$ cat config.mk
export PLATFORM = sky130hd
export DESIGN_NAME = mca_add_sub_multilane
export DESIGN_NICKNAME = d
export VERILOG_FILES = /design/src/rtl/FIR_pkg.sv /design/src/rtl/mca_add_sub_multilane_lane_sum.sv /design/src/rtl/mca_add_sub_multilane.sv
export SDC_FILE = /design/constraint.sdc
export NUM_CORES = 1
export LEC_CHECK = 0
export ABC_AREA = 1
export CORE_UTILIZATION = 30
export DETAILED_ROUTE_END_ITERATION = 8
export DONT_BUFFER_PORTS = 1
export GPL_TIMING_DRIVEN = 0
export PLACE_DENSITY_LB_ADDON = 0.12
export SYNTH_ARGS = -nofsm -noshare
export SYNTH_HDL_FRONTEND = slang
export SYNTH_SLANG_ARGS = --single-unit
$ cat constraint.sdc
create_clock -name clk -period 11.12 [get_ports clk]
set_input_delay 1.112 -clock clk [delete_from_list [all_inputs] [get_ports clk]]
set_output_delay 1.112 -clock clk [all_outputs]
set_load 0.05 [all_outputs]
$ cat src/rtl/FIR_pkg.sv
// rtl/FIR_pkg.sv - shared FIR types and helpers for the multi-cycle add/sub accumulators
package FIR_pkg;

  typedef enum logic {MCA_IDLE, MCA_ADDING} state_mca_e;

  typedef enum logic {MCA_ML_IDLE, MCA_ML_ADDING} state_mca_ml_e;

  // Clamp a signed value to the signed range of `width` bits (width <= 64).
  function automatic logic signed [63:0] sat_trunc(input logic signed [63:0] value, input int width);
    logic signed [63:0] hi;
    logic signed [63:0] lo;
    hi = (64'sd1 <<< (width - 1)) - 64'sd1;
    lo = -hi - 64'sd1;
    if (value > hi) return hi;
    if (value < lo) return lo;
    return value;
  endfunction

endpackage

$ cat src/rtl/mca_add_sub_multilane_lane_sum.sv
// rtl/mca_add_sub_multilane_lane_sum.sv - combinational signed add/sub of one beat's lanes
module mca_lane_sum #(
  parameter int WIDTH_COEFFICIENT = 32,
  parameter int WIDTH_ACC         = 37,
  parameter int LANES             = 4
) (
  input  logic signed [WIDTH_COEFFICIENT-1:0] i_ops [LANES],
  input  logic [LANES-1:0]                    i_s,
  input  logic [LANES-1:0]                    i_valid,
  output logic signed [WIDTH_ACC-1:0]         o_sum
);

  always_comb begin
    logic signed [WIDTH_ACC-1:0] w_term;
    o_sum = '0;
    for (int l = 0; l < LANES; l++) begin
      w_term = WIDTH_ACC'(i_ops[l]);
      if (i_valid[l]) begin
        o_sum = i_s[l] ? (o_sum + w_term) : (o_sum - w_term);
      end
    end
  end

endmodule

$ cat src/rtl/mca_add_sub_multilane.sv
// rtl/mca_add_sub_multilane.sv - multi-lane multi-cycle signed add/sub accumulator
module mca_add_sub_multilane
  import FIR_pkg::*;
#(
  parameter int WIDTH_COEFFICIENT = 32,
  parameter int NUM_ADDITIONS     = 16,
  parameter int LANES             = 4,
  parameter int SATURATE          = 0,
  parameter int CLEAR_ON_DISABLE  = 1
) (
  input  logic                                clk,
  input  logic                                resetn,
  input  logic                                enable,
  input  logic                                start,
  input  logic signed [WIDTH_COEFFICIENT-1:0] operands [NUM_ADDITIONS],
  input  logic [NUM_ADDITIONS-1:0]            S_values,
  output logic                                busy,
  output logic                                done,
  output logic signed [WIDTH_COEFFICIENT-1:0] res
);

  localparam int BEATS     = (NUM_ADDITIONS + LANES - 1) / LANES;
  localparam int WIDTH_ACC = WIDTH_COEFFICIENT + $clog2(NUM_ADDITIONS) + 1;
  localparam int BEAT_W    = (BEATS > 1) ? $clog2(BEATS) : 1;

  state_mca_ml_e                        r_state;
  state_mca_ml_e                        w_next_state;
  logic [BEAT_W-1:0]                    r_beat;
  logic signed [WIDTH_ACC-1:0]          r_acc;
  logic signed [WIDTH_COEFFICIENT-1:0]  r_ops [NUM_ADDITIONS];
  logic [NUM_ADDITIONS-1:0]             r_s;
  logic signed [WIDTH_COEFFICIENT-1:0]  r_res;
  logic                                 r_done;

  logic signed [WIDTH_COEFFICIENT-1:0]  w_lane_ops [LANES];
  logic [LANES-1:0]                     w_lane_s;
  logic [LANES-1:0]                     w_lane_valid;
  logic signed [WIDTH_ACC-1:0]          w_lane_sum;
  logic signed [WIDTH_ACC-1:0]          w_final;
  logic signed [WIDTH_COEFFICIENT-1:0]  w_res_next;
  logic                                 w_last;

  assign busy   = (r_state == MCA_ML_ADDING);
  assign done   = r_done;
  assign res    = r_res;
  assign w_last = (r_beat == BEAT_W'(BEATS - 1));

  // Lanes whose index runs past NUM_ADDITIONS stay invalid and add nothing.
  always_comb begin
    for (int l = 0; l < LANES; l++) begin
      w_lane_ops[l]   = '0;
      w_lane_s[l]     = 1'b0;
      w_lane_valid[l] = 1'b0;
      for (int i = 0; i < NUM_ADDITIONS; i++) begin
        if (i == int'(r_beat) * LANES + l) begin
          w_lane_ops[l]   = r_ops[i];
          w_lane_s[l]     = r_s[i];
          w_lane_valid[l] = 1'b1;
        end
      end
    end
  end

  mca_lane_sum #(
    .WIDTH_COEFFICIENT(WIDTH_COEFFICIENT),
    .WIDTH_ACC        (WIDTH_ACC),
    .LANES            (LANES)
  ) u_lane_sum (
    .i_ops  (w_lane_ops),
    .i_s    (w_lane_s),
    .i_valid(w_lane_valid),
    .o_sum  (w_lane_sum)
  );

  assign w_final    = r_acc + w_lane_sum;
  assign w_res_next = WIDTH_COEFFICIENT'((SATURATE != 0) ? sat_trunc(64'(w_final), WIDTH_COEFFICIENT)
                                                        : 64'(w_final));

  always_comb begin
    w_next_state = r_state;
    case (r_state)
      MCA_ML_IDLE:   if (enable && start)  w_next_state = MCA_ML_ADDING;
      MCA_ML_ADDING: if (enable && w_last) w_next_state = MCA_ML_IDLE;
      default:       w_next_state = MCA_ML_IDLE;
    endcase
  end

  always_ff @(posedge clk or negedge resetn) begin
    if (!resetn) r_state <= MCA_ML_IDLE;
    else         r_state <= w_next_state;
  end

  always_ff @(posedge clk or negedge resetn) begin
    if (!resetn) begin
      r_beat <= '0;
      r_acc  <= '0;
      for (int i = 0; i < NUM_ADDITIONS; i++) r_ops[i] <= '0;
      r_s    <= '0;
      r_res  <= '0;
      r_done <= 1'b0;
    end else if (enable) begin
      r_done <= 1'b0;
      if (r_state == MCA_ML_IDLE) begin
        if (start) begin
          r_ops  <= operands;
          r_s    <= S_values;
          r_acc  <= '0;
          r_beat <= '0;
        end
      end else begin
        r_acc <= w_final;
        if (w_last) begin
          r_res  <= w_res_next;
          r_done <= 1'b1;
          r_beat <= '0;
        end else begin
          r_beat <= r_beat + 1'b1;
        end
      end
    end else if (CLEAR_ON_DISABLE != 0) begin
      r_res  <= '0;
      r_done <= 1'b0;
    end
  end

endmodule
==> results.yml <==
setup_path:
  ff2ff_setup_slack_ns: 0.98
  crit_slowest_cell: "clkbuf_2"
  r2r-end: "res[31]"
  critPathMaxFanout: 18
  crit_path_end: "res[31]"
  start_kind: "register"
  path_buf_inv: 9
  arrival_ns: 10.67
  worstSetupPathType: "register to register"
  r2r-start: "r_beat[0]"
  critPathLaunch: "r_beat[0]"
  critPathRequiredTime_ns: 11.65
  cpPeakStageDelay_ns: 0.47
  cp_common_cell: "nand2_1"
  rr_worst_depth: 50
  path_delay_family: "compound AO/OA/AOI/OAI gates"
  path_depth: 50
  endpoint_kind: "register"
logic_synthesis:
  synth_area_sq_um: 35900
  ys_seq_area_frac: 0.415
  synth.distinct_cells: 54
  ys_ff_latch: 596
  synth_edf_count: 0
  postSynthAreaPerCell_sq_um: 7.81
  synthesis.instances: 4603
  yosys_most_used_dff: "dfrtp_1"
  yosysWarnings: 0
  ys_async_sr_fraction: 1.00
  syn_nets: 5273
timing:
  final_max_slew_viol_count: 0
  tightest_slew_ns: 1.38
  period_minus_slack_ns: 10.14
  timing.slew.headroom: 0.0776
  fin_crit_sh: 0.912
  finalHoldViolations: 0
  finalWorstSetupSlack_ns: 0.981
  rsz0062_at_grt: "false"
  final.setup_skew_ns: 0.0243
  finalSetupViolations: 0
  fmax_mhz: 98.6
clock_tree:
  clkTransAtPathRegs_ns: 0.07
  cts-root-buf: "clkbuf_16"
  cts_tree: "yes"
  clockBufferDepth: 3
  cts_buffers: 76
  worst_skew_pair.late_latency_ns: 0.66
  h-tree-depth: 3
  ctsHoldBuffers: 0
  clock_sinks: 596
layout:
  layout-drive-gt1-share: 0.103
  area_delta_synth_final_pct: 13.6
  seqCellArea_sq_um: 14900
  fin_nets: 5348
  nFillCells: 12900
  fin_cells: 6389
  multi_input_area_sq_um: 18000
grt:
  antenna_found_initial: 111
  overflow: 0
  grt_pass1_vias: 32400
  grt_max_degree: 597
  track_usage: 0.286
  grt_pass1_wl_mm: 245
die:
  ios: 566
  die_h_um: 348
  placementRows: 126
  start_util: 0.304
  die_x_um: 348
  die_area_sq_um: 121000
  coreArea_sq_um: 118000
detailed_routing:
  routed_wl_mm: 176
  via_per_inst: 5.14
  first_iter_violations: 2850
  vias: 32800
  first_pass_iters: 5
  remaining_drc_errors: 0
  postRouteAntennaNets: 0
  wl_per_cell_um: 27.6
placement:
  placed_cells: 6203
  dp_hpwl_mm: 142
  gp_congestion: 0.942
  port_buffers: 0
  post-place-ws_ns: -0.684
run:
  max-cap-violations: 0
min_path:
  hold_class: "primary input to asynchronous set/reset pin"
run_status:
  status: "finished, final reports clean"
==> Yosys cell counts, drive strengths merged, types with 43 or more instances <==
| library cell | number | share of area |
|---|---|---|
| xor2 | 101 | 0.025 |
| nor2 | 221 | 0.024 |
| mux2 | 247 | 0.077 |
| nand3 | 107 | 0.015 |
| a21oi | 378 | 0.053 |
| clkbuf | 140 | 0.015 |
| xnor2 | 43 | 0.010 |
| dfrtp | 596 | 0.41 |
| inv | 548 | 0.057 |
| o21ai | 575 | 0.080 |
| ha | 134 | 0.047 |
| o22ai | 55 | 0.0096 |
| buf | 77 | 0.012 |
| nand2 | 1212 | 0.13 |
==> kinds of logic after synthesis <==
kind of cell	after synthesis	share of synthesized area
mux	247	0.0774
compound gates	1109	0.163
xor+xnor	144	0.0351
buf+inv	765	0.0836
simple gates	1604	0.177
flops	596	0.415
fa+ha+maj	138	0.0489
==> sequential cells by signal (all words and copies together) (netlist names) <==
signal  count
done        1
r_ops     512
res        32
r_s        16
r_beat      2
busy        1
r_acc      32
==> layer usage <==
metal	GRT usage	vias up	share of wire
met3	0.0822	309	0.087
met4	0.0905	78	0.031
met1	0.373	16000	0.43
met5	0	-	0.0027
met2	0.454	1155	0.45
li1	-	15300	-
==> layout by cell type, fill, tap and decap left out, types with 13 or more instances in the layout <==
cell type / count
o21a_1: 16
a21oi_1: 377
o22ai_1: 55
nand4_1: 14
inv_1: 536
nor2_1: 209
diode_2: 52
xnor2_1: 43
clkbuf_8: 15
o21ai_1: 78
clkbuf_1: 141
nand3_1: 105
ha_1: 134
clkbuf_16: 78
a31oi_1: 23
nor3_1: 37
clkinv_2: 13
o21ai_0: 496
buf_2: 48
mux2_2: 247
xor2_1: 101
nand2_1: 1208
dfrtp_1: 596
==> through the flow <==
stage | setup TNS [ns] | hold WS (ns) | instance area (sq um) | utilization
finish | 0 | 0.164 | 40800 | 0.345
global route | 0 | 0.135 | 40800 | 0.344
CTS | 0 | 0.159 | 40600 | 0.343
detailed placement | -6.04 | 0.477 | 38000 | 0.321
global placement | -5.25 | 0.477 | 37900 | 0.321
floorplan | 0 | 0.455 | 35900 | -
==> timing repair <==
action	in CTS	in global routing
setup buffers	0	2
pin swaps	0	1
setup endpoints to repair	18	28
hold endpoints to repair	0	0
resized for setup	1	20
gates cloned	0	0
==> worst reg2reg max path: cells and delay by family (launching register included) <==
kind	cells	cell delay [ns]
XOR/XNOR	1	0.23
AO/OA/AOI/OAI	17	3.33
buffers and inverters	9	2.07
flip-flops	1	0.42
adder cells (fa/ha/maj)	6	2.01
AND/OR/NAND/NOR	17	1.94
==> worst min-delay path by stage <==
stage / from / to / slack [ns] / cells after the start
2_1_floorplan: r_acc[28] / r_acc[28] / 0.46 / 2
3_3_place_gp: r_acc[5] / r_acc[5] / 0.48 / 2
3_5_place_dp: r_acc[30] / r_acc[30] / 0.48 / 2
4_1_cts: resetn / r_s[8] / 0.16 / 0
5_1_grt: resetn / r_ops[280] / 0.14 / 0
6_report: resetn / r_ops[382] / 0.16 / 0
==> cell type report <==
class | count | area share
Antenna cell | 52 | 0.00319
Buffer | 209 | 0.0228
Clock buffer | 104 | 0.0539
Clock inverter | 33 | 0.0106
Inverter | 548 | 0.0505
Multi-Input combinational cell | 3242 | 0.442
Sequential cell | 596 | 0.365
Tap cell | 1600 | 0.0490
Timing Repair Buffer | 5 | 0.00270
Power is not shown: default switching activity piles up to over one toggle a cycle in this logic, so the estimate is an artifact.
